**src/rtl/rx_drain_ctrl_pkg.sv**
```systemverilog
// rx_drain_ctrl_pkg
// Shared definitions for the receive-drain sequencer: FSM state encoding,
// frame-info field offsets, default parameters and a saturating increment.
// No ports.
package rx_drain_ctrl_pkg;

  // One-hot state encoding.
  typedef enum logic [6:0] {
    IDLE     = 7'b0000001,
    INFO_RD  = 7'b0000010,
    INFO_LAT = 7'b0000100,
    BYTE_RD  = 7'b0001000,
    BYTE_LAT = 7'b0010000,
    OUT      = 7'b0100000,
    FLUSH    = 7'b1000000
  } stateT;

  // Frame-info word layout: [27:16] byte count, [15:4] ms stamp, [3:0] 0.1 ms stamp.
  localparam int INFO_W    = 28;
  localparam int LEN_MSB   = 27;
  localparam int LEN_LSB   = 16;
  localparam int STAMP_MSB = 15;

  localparam int          DEF_LEN_W       = 12;
  localparam logic [15:0] DEF_STALL_LIMIT = 16'd4096;

  function automatic logic [7:0] satInc8(input logic [7:0] v);
    return (v == 8'hFF) ? v : v + 8'd1;
  endfunction

endpackage

```
**src/rtl/rx_drain_ctrl_if.sv**
```systemverilog
// rx_drain_ctrl_if
// Bundles the receive-FIFO side, frame-info FIFO side and the downstream
// byte stream of rx_drain_ctrl.
//   master : the drain sequencer (drives strobes and the output stream)
//   slave  : the environment (FIFOs, receive core, downstream consumer)
// Stream rule: a byte transfers on every rising clk edge where
// p_Valid_o & p_Ready_i; once raised, p_Valid_o and Data_o hold until that
// transfer (or until an abort withdraws the byte).
interface rx_drain_ctrl_if #(
  parameter int LEN_W = 12
);
  import rx_drain_ctrl_pkg::*;

  logic              p_Enable_i;
  logic              p_FrameMode_i;
  logic [7:0]        RxData_i;
  logic              p_RxEmpty_i;
  logic              p_RxOver_i;
  logic [INFO_W-1:0] RxFrameInfo_i;
  logic              p_RxFrameEmpty_i;
  logic              n_Rd_o;
  logic              n_RxFrameInfo_Rd_o;
  logic              n_Clr_o;
  logic [7:0]        Data_o;
  logic              p_Valid_o;
  logic              p_Ready_i;
  logic              p_Last_o;
  logic [LEN_W-1:0]  FrameLen_o;
  logic [15:0]       FrameStamp_o;
  logic              p_FrameDone_o;
  logic              p_Abort_o;
  logic [7:0]        AbortCnt_o;

  modport master (
    input  p_Enable_i, p_FrameMode_i, RxData_i, p_RxEmpty_i, p_RxOver_i,
           RxFrameInfo_i, p_RxFrameEmpty_i, p_Ready_i,
    output n_Rd_o, n_RxFrameInfo_Rd_o, n_Clr_o, Data_o, p_Valid_o, p_Last_o,
           FrameLen_o, FrameStamp_o, p_FrameDone_o, p_Abort_o, AbortCnt_o
  );

  modport slave (
    output p_Enable_i, p_FrameMode_i, RxData_i, p_RxEmpty_i, p_RxOver_i,
           RxFrameInfo_i, p_RxFrameEmpty_i, p_Ready_i,
    input  n_Rd_o, n_RxFrameInfo_Rd_o, n_Clr_o, Data_o, p_Valid_o, p_Last_o,
           FrameLen_o, FrameStamp_o, p_FrameDone_o, p_Abort_o, AbortCnt_o
  );

endinterface

```
**src/rtl/rx_stall_timer.sv**
```systemverilog
// rx_stall_timer
// 16-bit up-counter used to time how long a wait condition persists.
//   clk, rst : clock, asynchronous active-high reset
//   clr      : return the count to zero (wins over en)
//   en       : count this cycle (saturates at 16'hFFFF)
//   limit    : cycle budget
//   hit      : high in the counting cycle that brings the count to limit
module rx_stall_timer (
  input  logic        clk,
  input  logic        rst,
  input  logic        clr,
  input  logic        en,
  input  logic [15:0] limit,
  output logic        hit
);

  logic [15:0] count;

  always_ff @(posedge clk or posedge rst) begin
    if (rst) begin
      count <= '0;
    end else if (clr) begin
      count <= '0;
    end else if (en && (count != 16'hFFFF)) begin
      count <= count + 16'd1;
    end
  end

  // Compare against the post-increment value so the caller can react in the
  // same cycle the limit-th waiting cycle occurs.
  assign hit = en && (({1'b0, count} + 17'd1) >= {1'b0, limit});

endmodule

```
**src/rtl/rx_drain_ctrl.sv**
```systemverilog
// rx_drain_ctrl
// Empties the receive datapath. Frame mode: pop one frame-info word, then read
// exactly that many bytes and stream them with last-byte marking and the
// frame's length/timestamp sideband. Byte mode: stream each byte as it arrives.
// Overflow, a stalled frame or a mid-frame disable clears the byte FIFO and
// returns to IDLE; the frame-info FIFO is left alone so the next frame
// resynchronises from its own info word.
// Ports:
//   clk, rst : clock, asynchronous active-high reset
//   bus      : rx_drain_ctrl_if master (FIFO strobes/flags, byte stream, status)
//   dbgState : current FSM state
module rx_drain_ctrl
  import rx_drain_ctrl_pkg::*;
#(
  parameter logic [15:0] STALL_LIMIT = DEF_STALL_LIMIT,
  parameter int          LEN_W       = DEF_LEN_W
) (
  input  logic           clk,
  input  logic           rst,
  rx_drain_ctrl_if.master bus,
  output stateT          dbgState
);

  stateT            state;
  logic             frameMode;
  logic [LEN_W-1:0] remaining;
  logic [LEN_W-1:0] infoLen;

  logic overReq;
  logic readOk;
  logic stallEn;
  logic stallHit;
  logic handshake;
  logic flushReq;

  assign infoLen   = bus.RxFrameInfo_i[LEN_LSB +: LEN_W];
  assign handshake = bus.p_Valid_o && bus.p_Ready_i;
  assign overReq   = bus.p_RxOver_i && (state != IDLE) && (state != FLUSH);
  assign readOk    = (state == BYTE_RD) && bus.p_Enable_i && !bus.p_RxEmpty_i && !overReq;
  assign stallEn   = (state == BYTE_RD) && bus.p_Enable_i && bus.p_RxEmpty_i && !overReq;

  // The byte strobe depends on the live empty flag: BYTE_RD holds while the
  // FIFO is empty, so the read cannot be decided a cycle early. Every other
  // strobe is registered.
  assign bus.n_Rd_o = !readOk;

  // Any condition that abandons the current frame through FLUSH. A disable in
  // byte mode needs no clear: nothing is half-delivered, so it just idles.
  assign flushReq = overReq
                 || stallHit
                 || ((state == BYTE_RD) && !bus.p_Enable_i && frameMode)
                 || ((state == OUT) && handshake && !bus.p_Last_o && !bus.p_Enable_i);

  rx_stall_timer u_stallTimer (
    .clk   (clk),
    .rst   (rst),
    .clr   (!stallEn),
    .en    (stallEn),
    .limit (STALL_LIMIT),
    .hit   (stallHit)
  );

  always_ff @(posedge clk or posedge rst) begin
    if (rst) begin
      state                  <= IDLE;
      frameMode              <= 1'b0;
      remaining              <= '0;
      bus.n_RxFrameInfo_Rd_o <= 1'b1;
      bus.n_Clr_o            <= 1'b1;
      bus.Data_o             <= '0;
      bus.p_Valid_o          <= 1'b0;
      bus.p_Last_o           <= 1'b0;
      bus.FrameLen_o         <= '0;
      bus.FrameStamp_o       <= '0;
      bus.p_FrameDone_o      <= 1'b0;
      bus.p_Abort_o          <= 1'b0;
      bus.AbortCnt_o         <= '0;
    end else begin
      bus.n_RxFrameInfo_Rd_o <= 1'b1;
      bus.n_Clr_o            <= 1'b1;
      bus.p_FrameDone_o      <= 1'b0;
      bus.p_Abort_o          <= 1'b0;

      if (flushReq) begin
        // Clear strobe and abort pulse line up with the single FLUSH cycle.
        state          <= FLUSH;
        bus.n_Clr_o    <= 1'b0;
        bus.p_Abort_o  <= 1'b1;
        bus.AbortCnt_o <= satInc8(bus.AbortCnt_o);
        bus.p_Valid_o  <= 1'b0;
      end else begin
        unique case (state)
          IDLE: begin
            if (bus.p_Enable_i) begin
              if (bus.p_FrameMode_i && !bus.p_RxFrameEmpty_i) begin
                frameMode              <= 1'b1;
                bus.n_RxFrameInfo_Rd_o <= 1'b0;
                state                  <= INFO_RD;
              end else if (!bus.p_FrameMode_i && !bus.p_RxEmpty_i) begin
                frameMode <= 1'b0;
                state     <= BYTE_RD;
              end
            end
          end

          INFO_RD: state <= INFO_LAT;

          INFO_LAT: begin
            bus.FrameLen_o   <= infoLen;
            bus.FrameStamp_o <= bus.RxFrameInfo_i[STAMP_MSB:0];
            remaining        <= infoLen;
            if (infoLen == '0) begin
              bus.p_FrameDone_o <= 1'b1;
              state             <= IDLE;
            end else begin
              state <= BYTE_RD;
            end
          end

          BYTE_RD: begin
            if (!bus.p_Enable_i) begin
              state <= IDLE;
            end else if (!bus.p_RxEmpty_i) begin
              state <= BYTE_LAT;
            end
          end

          BYTE_LAT: begin
            bus.Data_o    <= bus.RxData_i;
            bus.p_Valid_o <= 1'b1;
            bus.p_Last_o  <= !frameMode || (remaining == LEN_W'(1));
            state         <= OUT;
          end

          OUT: begin
            if (handshake) begin
              bus.p_Valid_o <= 1'b0;
              if (remaining != '0) begin
                remaining <= remaining - LEN_W'(1);
              end
              if (bus.p_Last_o) begin
                bus.p_FrameDone_o <= frameMode;
                state             <= IDLE;
              end else begin
                state <= BYTE_RD;
              end
            end
          end

          FLUSH: state <= IDLE;

          default: state <= IDLE;
        endcase
      end
    end
  end

  assign dbgState = state;

endmodule

```
**src/flat_wrapper.sv**
```systemverilog
// flat-port wrapper written by rule: the top's interface ports become plain ports
module rx_drain_ctrl_flat import rx_drain_ctrl_pkg::*;
#(
  parameter logic [15:0] STALL_LIMIT = DEF_STALL_LIMIT,
  parameter int          LEN_W       = DEF_LEN_W
)
  (clk, rst, dbgState, bus_p_Enable_i, bus_p_FrameMode_i, bus_RxData_i, bus_p_RxEmpty_i, bus_p_RxOver_i, bus_RxFrameInfo_i, bus_p_RxFrameEmpty_i, bus_p_Ready_i, bus_n_Rd_o, bus_n_RxFrameInfo_Rd_o, bus_n_Clr_o, bus_Data_o, bus_p_Valid_o, bus_p_Last_o, bus_FrameLen_o, bus_FrameStamp_o, bus_p_FrameDone_o, bus_p_Abort_o, bus_AbortCnt_o);
  rx_drain_ctrl_if #(.LEN_W(LEN_W)) bus_i ();
  input  logic clk;
  input  logic rst;
  output stateT dbgState;
  input wire logic [$bits(bus_i.p_Enable_i)-1:0] bus_p_Enable_i;
  input wire logic [$bits(bus_i.p_FrameMode_i)-1:0] bus_p_FrameMode_i;
  input wire logic [$bits(bus_i.RxData_i)-1:0] bus_RxData_i;
  input wire logic [$bits(bus_i.p_RxEmpty_i)-1:0] bus_p_RxEmpty_i;
  input wire logic [$bits(bus_i.p_RxOver_i)-1:0] bus_p_RxOver_i;
  input wire logic [$bits(bus_i.RxFrameInfo_i)-1:0] bus_RxFrameInfo_i;
  input wire logic [$bits(bus_i.p_RxFrameEmpty_i)-1:0] bus_p_RxFrameEmpty_i;
  input wire logic [$bits(bus_i.p_Ready_i)-1:0] bus_p_Ready_i;
  output wire logic [$bits(bus_i.n_Rd_o)-1:0] bus_n_Rd_o;
  output wire logic [$bits(bus_i.n_RxFrameInfo_Rd_o)-1:0] bus_n_RxFrameInfo_Rd_o;
  output wire logic [$bits(bus_i.n_Clr_o)-1:0] bus_n_Clr_o;
  output wire logic [$bits(bus_i.Data_o)-1:0] bus_Data_o;
  output wire logic [$bits(bus_i.p_Valid_o)-1:0] bus_p_Valid_o;
  output wire logic [$bits(bus_i.p_Last_o)-1:0] bus_p_Last_o;
  output wire logic [$bits(bus_i.FrameLen_o)-1:0] bus_FrameLen_o;
  output wire logic [$bits(bus_i.FrameStamp_o)-1:0] bus_FrameStamp_o;
  output wire logic [$bits(bus_i.p_FrameDone_o)-1:0] bus_p_FrameDone_o;
  output wire logic [$bits(bus_i.p_Abort_o)-1:0] bus_p_Abort_o;
  output wire logic [$bits(bus_i.AbortCnt_o)-1:0] bus_AbortCnt_o;
  assign bus_i.p_Enable_i = bus_p_Enable_i;
  assign bus_i.p_FrameMode_i = bus_p_FrameMode_i;
  assign bus_i.RxData_i = bus_RxData_i;
  assign bus_i.p_RxEmpty_i = bus_p_RxEmpty_i;
  assign bus_i.p_RxOver_i = bus_p_RxOver_i;
  assign bus_i.RxFrameInfo_i = bus_RxFrameInfo_i;
  assign bus_i.p_RxFrameEmpty_i = bus_p_RxFrameEmpty_i;
  assign bus_i.p_Ready_i = bus_p_Ready_i;
  assign bus_n_Rd_o = bus_i.n_Rd_o;
  assign bus_n_RxFrameInfo_Rd_o = bus_i.n_RxFrameInfo_Rd_o;
  assign bus_n_Clr_o = bus_i.n_Clr_o;
  assign bus_Data_o = bus_i.Data_o;
  assign bus_p_Valid_o = bus_i.p_Valid_o;
  assign bus_p_Last_o = bus_i.p_Last_o;
  assign bus_FrameLen_o = bus_i.FrameLen_o;
  assign bus_FrameStamp_o = bus_i.FrameStamp_o;
  assign bus_p_FrameDone_o = bus_i.p_FrameDone_o;
  assign bus_p_Abort_o = bus_i.p_Abort_o;
  assign bus_AbortCnt_o = bus_i.AbortCnt_o;
  rx_drain_ctrl #(.STALL_LIMIT(STALL_LIMIT), .LEN_W(LEN_W)) u_core (.clk(clk), .rst(rst), .bus(bus_i), .dbgState(dbgState));
endmodule
```
**config.mk**
```make
export PLATFORM = sky130hd
export DESIGN_NAME = rx_drain_ctrl_flat
export DESIGN_NICKNAME = d
export VERILOG_FILES = /design/src/rtl/rx_drain_ctrl_pkg.sv /design/src/rtl/rx_drain_ctrl_if.sv /design/src/rtl/rx_stall_timer.sv /design/src/rtl/rx_drain_ctrl.sv /design/src/flat_wrapper.sv
export SDC_FILE = /design/constraint.sdc
export NUM_CORES = 1
export LEC_CHECK = 0
export CORE_MARGIN = 1.5
export CORE_UTILIZATION = 50
export DETAILED_ROUTE_END_ITERATION = 16
export PLACE_DENSITY_LB_ADDON = 0.1
export SYNTH_ARGS = -nofsm -noshare
export SYNTH_HDL_FRONTEND = slang
export SYNTH_SLANG_ARGS = --single-unit
export TNS_END_PERCENT = 100
```
**constraint.sdc**
```tcl
create_clock -name clk -period 3.55 [get_ports clk]
set_input_delay 0.71 -clock clk [delete_from_list [all_inputs] [get_ports clk]]
set_output_delay 0.71 -clock clk [all_outputs]
set_load 0.05 [all_outputs]
```
==> metrics, run 1 <==
critical path class in -> out; HP Class reg -> reg; Worst Setup End Kind primary output; Diodes inserted 0; CTS hold repair buffers 0; Top Usage Layer GRT met2; Final setup viols 0; Port Buffers 101; Total GRT Usage between 20 and 25%; CTS tree yes; starting density of the core approximately half; CP top delay family buffers and inverters; Layout Utilization just under 70%; Post-Syn Nets 431; sequential share of the synthesized area 50.8%; Die W roughly 95 um; Antenna Nets Post-Route 0; setup repair after global routing missed its margin false; DP HPWL a little under 7000 um; row count 33; Pint about 0.0026 W; dominant combinational cell family by area after synthesis simple AND/OR/NAND/NOR gates; initial drt markers around 140; Sw Ratio 44.7%; Avg Inst Size Synth between 10 and 15 um2; CP required roughly 2.8 ns; Reg power frac 33.4%; Comb pwr share a little over half; EDFF count, synth 0; CP Launch Type input pin; multiplexer share of the synthesized area 12.0%; Crit Path Max Fanout 4; Num CTS Buffers 9; Skew-Pair Late Insertion Delay 0.36 ns; GR Overflow Total 0; Post-Layout Inst Area 5560 um2; H-Tree Depth 3; Critical Path, Cell by Cell clkdlybuf4s50_1 > nor2b_1 > o21ai_0 > a221oi_1 > nand4_1 > buf_4; Clock Path Buffers 2; grt met2 use a little over a third; NumNets Final 539; Die Ht around 95 um; vias per inst 5.52; vias post-DR ~3300; xor/xnor share of the synthesized area ~3.5%; crit path DAT between 2 and 2.5 ns; worst slew pin tran between 1 and 1.5 ns; Final Cycle Share ~89%; number of global-route vias before repair about 3200; simple-gate share of the synthesized area 16.8%; CP max stage delay 0.51 ns; worst path bufs/invs 2; Placed Area approximately 5400 um2; minimum clock period 3.16 ns; clk sinks 86; initial antenna violation count 0; met1 Track Usage GR around 30%; pwr dens ~830 nW/um2; clock share of power approximately 15%; Post-CTS Setup Inserts 0; area share of the largest cell type after synthesis about half; mapped cell area approximately 4200 um2; GP Congestion a little under 0.9; synth cell count leaders 83 x dfrtp_1, 37 x nor2_1, 20 x mux2_1, 20 x o21ai_1, 19 x mux2_4; Max Cap Viol 0; CTS root buf clkbuf_8; post_cts resized 0; Clock Pin Slew Worst Setup and Hold Paths 0.08 ns; met3 GRT Util around 3%; sum of negative setup slack 0 ns; largest cells by area after synthesis dfrtp_1 49%, mux2_4 6.7%, mux2_1 5.3%, nor2_1 3.3%, o21ai_1 2.4%; run status complete, no violations; Area Overhead vs Synth 31.1%; CP max-delay cell a221oi_1; core area roughly 8200 um2; Synth Flop Type dfrtp_1; max-slew violation count 0; TritonRoute pass-1 iters 4; Gate Count Post-Synth between 300 and 400; Post-Synth Adder-Cell Area 1.18%; # fillers 676; worst clock skew 0.0132 ns; DRC viols 0; Cell variety after synth 57; Die ar. about 9000 um2; share of cells above drive strength 1 between 10 and 15%; Ys Warns 0; leak pwr roughly 2.3 nW; largest area contributor in the netlist dfrtp_1; maximum vdd drop just over 600 uV; final WL ~9400 um; final hold vios 0; largest net degree at the start of global routing 45; most used standard cell by instance count after synthesis dfrtp_1; first-pass GRT wire length between 15000 and 20000 um; Slew headroom between 20% and 30%; FMAX roughly 320 MHz; asr flop ratio synth 100%; Synth Area in Compound Gates between 10% and 20%; DR WL/cell around 16 um; # IOs 102; Psw around 0.0021 W; synthesized flop and latch total 86
## kinds of logic after synthesis
logic type      count (synthesis)
flops                          86
xor+xnor                       17
compound gates                 82
mux                            39
fa+ha+maj                       4
buf+inv                        21
simple gates                  134
## layout by cell type, fill, tap and decap left out, types with 15 or more instances in the layout
master           count
o21ai_1             20
nor2_1              37
a21oi_1             18
mux2_4              19
mux2_1              20
clkdlybuf4s50_1    100
nand3_1             16
dfrtp_1             83
nand2_1             15
## worst reg2reg max path, delay by kind of cell, from the launching register on
family          cells  cell delay, ns
flops               1            0.44
buf+inv             1            0.31
simple gates        3            1.09
compound gates      3            1.09
## power by group through the flow
stage	Combinational (W)	Sequential, W	Clock, W
final	0.00240	0.00154	0.000674
after global routing	0.00254	0.00158	0.000723
after CTS	0.00241	0.00154	0.000682
after detailed placement	0.00241	0.00156	0
after global placement	0.00237	0.00154	0
after floorplan	0.000762	0.00243	0
## cell type report
| class | instances | area (um2) | share of cell area (%) |
|---|---|---|---|
| clock inverters | 4 | 50.0 | 0.900 |
| multi-input cells | 276 | 1970 | 35.5 |
| well taps | 105 | 131 | 2.36 |
| clock buffers | 12 | 135 | 2.43 |
| inverters | 6 | 23.8 | 0.428 |
| repair buffers | 112 | 1090 | 19.6 |
| flip-flops and latches | 86 | 2160 | 38.8 |
## flip-flops by register name, summed over array words and instances, names as in the netlist
register                       cells
u_core.remaining                  12
u_core.bus.FrameLen_o             12
u_core.bus.Data_o                  8
u_core.bus.p_Valid_o               1
u_core.bus.FrameStamp_o           16
u_core.bus.p_Last_o                1
u_core.bus.n_RxFrameInfo_Rd_o      1
u_core.bus.AbortCnt_o              8
u_core.frameMode                   1
u_core.bus.n_Clr_o                 1
u_core.dbgState                    7
u_core.bus.p_FrameDone_o           1
u_core.u_stallTimer.count         16
u_core.bus.p_Abort_o               1
## stage by stage
step           std cells  total power, W  setup WS [ns]  hold WS [ns]
6_report             601         0.00461          0.389         0.497
5_1_grt              601         0.00485          0.269         0.518
4_1_cts              601         0.00464          0.406         0.504
3_5_place_dp         585         0.00396          0.317         0.485
3_3_place_gp         585         0.00391          0.387         0.474
2_1_floorplan        383         0.00319          0.508         0.456
## layer usage
layer / up-vias / wire length, um
met1: 1597 / 4310
met3: 14 / 380
met2: 82 / 4520
met4: 0 / 155
li1: 1624 / -
met5: - / 0
## path summary, 6_finish.rpt
path,from,endpoint,slack [ns],cells after the start
worst max-delay path,bus_p_FrameMode_i,bus_n_Rd_o,0.39,6
worst min-delay path,u_core.bus.Data_o[6],u_core.bus.Data_o[6],0.50,1
worst max register to register,u_core.dbgState[4],u_core.remaining[10],0.54,7
worst min register to register,u_core.bus.Data_o[6],u_core.bus.Data_o[6],0.50,1
max in group asynchronous,rst,u_core.bus.AbortCnt_o[0],1.95,3
min in group asynchronous,rst,u_core.bus.FrameStamp_o[11],0.80,2
(Power assumes the default switching activity.)
==> run 2, diff against run 1 <==
ABC_AREA = 1   (was default)
CORE_UTILIZATION = 51   (was 50)
==> run 2 against run 1 <==
Net effect: first-iteration DRC count up 47%; final area up 5.6%; synthesized cell count is 54% higher; register-to-register slack improved by 0.53 ns; largest power group unchanged.
==> metrics, run 2 <==
Avg Inst Size Synth 7.82 um2 (-29%); worst slew pin tran 0.572 ns (-0.526 ns); run status complete, no violations; setup repair after global routing missed its margin false; vias post-DR 4187 (+26%); H-Tree Depth 3 (unchanged); Post-Syn Nets 638 (+48%); share of cells above drive strength 1 8.78% (-3.5 points); # IOs 102 (unchanged); Final Cycle Share 89.6% (+0.55 points); Clock Pin Slew Worst Setup and Hold Paths 0.09 ns (about the same); R2R Setup Slk 1.07 ns (+0.53 ns); Diodes inserted 0 (unchanged); Die W 98.1 um (+3.2%); row count 34 (+3.0%); CP Launch Type input pin; GP Congestion 0.910 (+2.7%); crit path DAT 2.47 ns (+0.02 ns); max-slew violation count 0 (unchanged); Synth Flop Type dfrtp_1; DP HPWL 7810 um (+15%); initial antenna violation count 0 (unchanged); grt met2 use 38.0% (+2.3 points); synth cell count leaders 184 x nand2_1, 83 x dfrtp_1, 74 x nand3_1, 53 x nor2_1, 51 x inv_1; EDFF count, synth 0 (unchanged); DRC viols 0 (unchanged); GR Overflow Total 0 (unchanged); CTS hold repair buffers 0 (unchanged); leak pwr 2.82 nW (+21%); Slew headroom 61.9% (+35 points); RR Endpoint u_core.dbgState[5]; synthesized flop and latch total 86 (unchanged); Cell variety after synth 40 (-30%); Top Usage Layer GRT met2; CTS tree yes; pwr dens 725 nW/um2 (-13%); biggest regs u_core.bus.FrameStamp_o x16, u_core.u_stallTimer.count x16; first-pass GRT wire length 18600 um (+21%); final WL 10900 um (+16%); largest net degree at the start of global routing 87 (+93%); met1 Track Usage GR 32.0% (+2.1 points); hold path cells 2 (+1); DR WL/cell 13.5 um (-13%); most frequent cells in the layout 184 x nand2_1, 101 x clkdlybuf4s50_1, 83 x dfrtp_1; Post-CTS Setup Inserts 0 (unchanged); sum of negative setup slack 0 ns (unchanged); mapped cell area 4620 um2 (+8.9%); Max Cap Viol 0 (unchanged); HP Class reg -> reg; final hold vios 0 (unchanged); starting density of the core 52.7% (+1.1 points); FMAX 314 MHz (-0.62%); initial drt markers 200 (+47%); largest cells by area after synthesis dfrtp_1 45%, nand2_1 15%, nand3_1 8.0%, nor2_1 4.3%, inv_1 4.1%; largest area contributor in the netlist dfrtp_1; Ys Warns 0 (unchanged); maximum vdd drop 375 uV (-39%); Num CTS Buffers 9 (unchanged); Total GRT Usage 23.6% (+1.6 points); worst clock skew 0.00847 ns (-0.00475 ns); most common cell after layout, fill and taps aside nand2_1; asr flop ratio synth 100% (unchanged); Area Overhead vs Synth 27.2%; area share of the largest cell type after synthesis 45.0% (-4.0 points); met3 GRT Util 4.87% (+1.8 points); minimum clock period 3.18 ns (+0.0196 ns); Die ar. 9630 um2 (+6.5%); critical path class in -> out; Die Ht 98.1 um (+3.2%); origin of the critical flop-to-flop path u_core.u_stallTimer.count[0]; CP required 2.84 ns (about the same); reg2reg path depth 11 (+4); vias per inst 5.21 (-5.5%); Crit Path Max Fanout 5 (+1); Critical Path Source bus_p_Enable_i; NumNets Final 738 (+37%); core area 8760 um2 (+6.7%); Clock Path Buffers 2 (unchanged); worst hold start u_core.bus.FrameLen_o[11]; Gate Count Post-Synth 590 (+54%); hold slack 0.483 ns (-0.0140 ns); clk sinks 86 (unchanged); Skew-Pair Late Insertion Delay 0.35 ns (about the same); most used standard cell by instance count after synthesis nand2_1; Critical Path Sink bus_n_Rd_o; CTS root buf clkbuf_8; post_cts resized 0 (unchanged); Antenna Nets Post-Route 0 (unchanged); TritonRoute pass-1 iters 4 (unchanged); # fillers 755 (+12%); number of global-route vias before repair 4054 (+28%); Worst Setup End Kind primary output; Final setup viols 0 (unchanged); sequential share of the synthesized area 46.7% (-4.1 points); Port Buffers 101 (unchanged)
-- run 2: changes by cell type in the layout (fill, tap and decap cells not counted), moves of 9 or more --
cell,previous run,this run
nand3_1,16,74
nor2_1,37,53
buf_4,12,3
mux2_4,19,0
mux2_1,20,0
nand2_1,15,184
o21ai_1,20,8
o21ai_0,9,19
inv_1,4,50
-- run 2: kinds of logic after synthesis --
logic type               synth area share (%)
AND/OR/NAND/NOR                          36.1
flip-flops                               46.7
buffers and inverters                    7.45
AO/OA/AOI/OAI                            5.99
XOR/XNOR                                 2.28
adder cells (fa/ha/maj)                  1.08
multiplexers                            0.434
-- run 2: stage by stage --
step	util [%]	power (W)	instances	area [um2]	setup slack (ns)
floorplan	-	0.00301	590	4620	0.623
global placement	64.9	0.00358	787	5690	0.427
detailed placement	64.9	0.00362	787	5690	0.385
CTS	67.0	0.00428	803	5870	0.377
global route	67.0	0.00455	803	5870	0.247
finish	67.0	0.00426	803	5870	0.369
-- run 2: worst min path at each step --
stage                                       to  slack [ns]
floorplan                  u_core.remaining[1]        0.46
global route              u_core.bus.Data_o[6]        0.51
global placement    u_core.bus.FrameStamp_o[4]        0.46
detailed placement   u_core.bus.FrameLen_o[11]        0.46
CTS                  u_core.bus.FrameLen_o[11]        0.49
finish               u_core.bus.FrameLen_o[11]        0.48
-- run 2: layout make-up --
type / instances / area [um2] / area share [%]
Clock buffer: 10 / 138 / 2.34
Tap cell: 108 / 135 / 2.30
Clock inverter: 6 / 45.0 / 0.767
Inverter: 59 / 223 / 3.79
Sequential cell: 86 / 2160 / 36.7
Multi-Input combinational cell: 429 / 2120 / 36.1
Timing Repair Buffer: 105 / 1050 / 17.9
-- run 2: power breakdown --
group | switching [W] | internal (W) | total, W
sequential | 0.000192 | 0.00123 | 0.00143
combinational | 0.00148 | 0.000711 | 0.00219
clock | 0.000365 | 0.000277 | 0.000642
total | 0.00204 | 0.00222 | 0.00426
-- run 2: critical path, cell delays in order --
cell             delay [ns]
clkdlybuf4s50_1        0.58
inv_1                  0.10
nor3_1                 0.28
nand2_1                0.08
clkdlybuf4s50_1        0.72
-- run 2: layer usage --
metal	part of all wire, %	up-vias
met5	0	-
met4	1.4	0
met3	5.6	13
met2	46	123
met1	47	1957
li1	-	2094
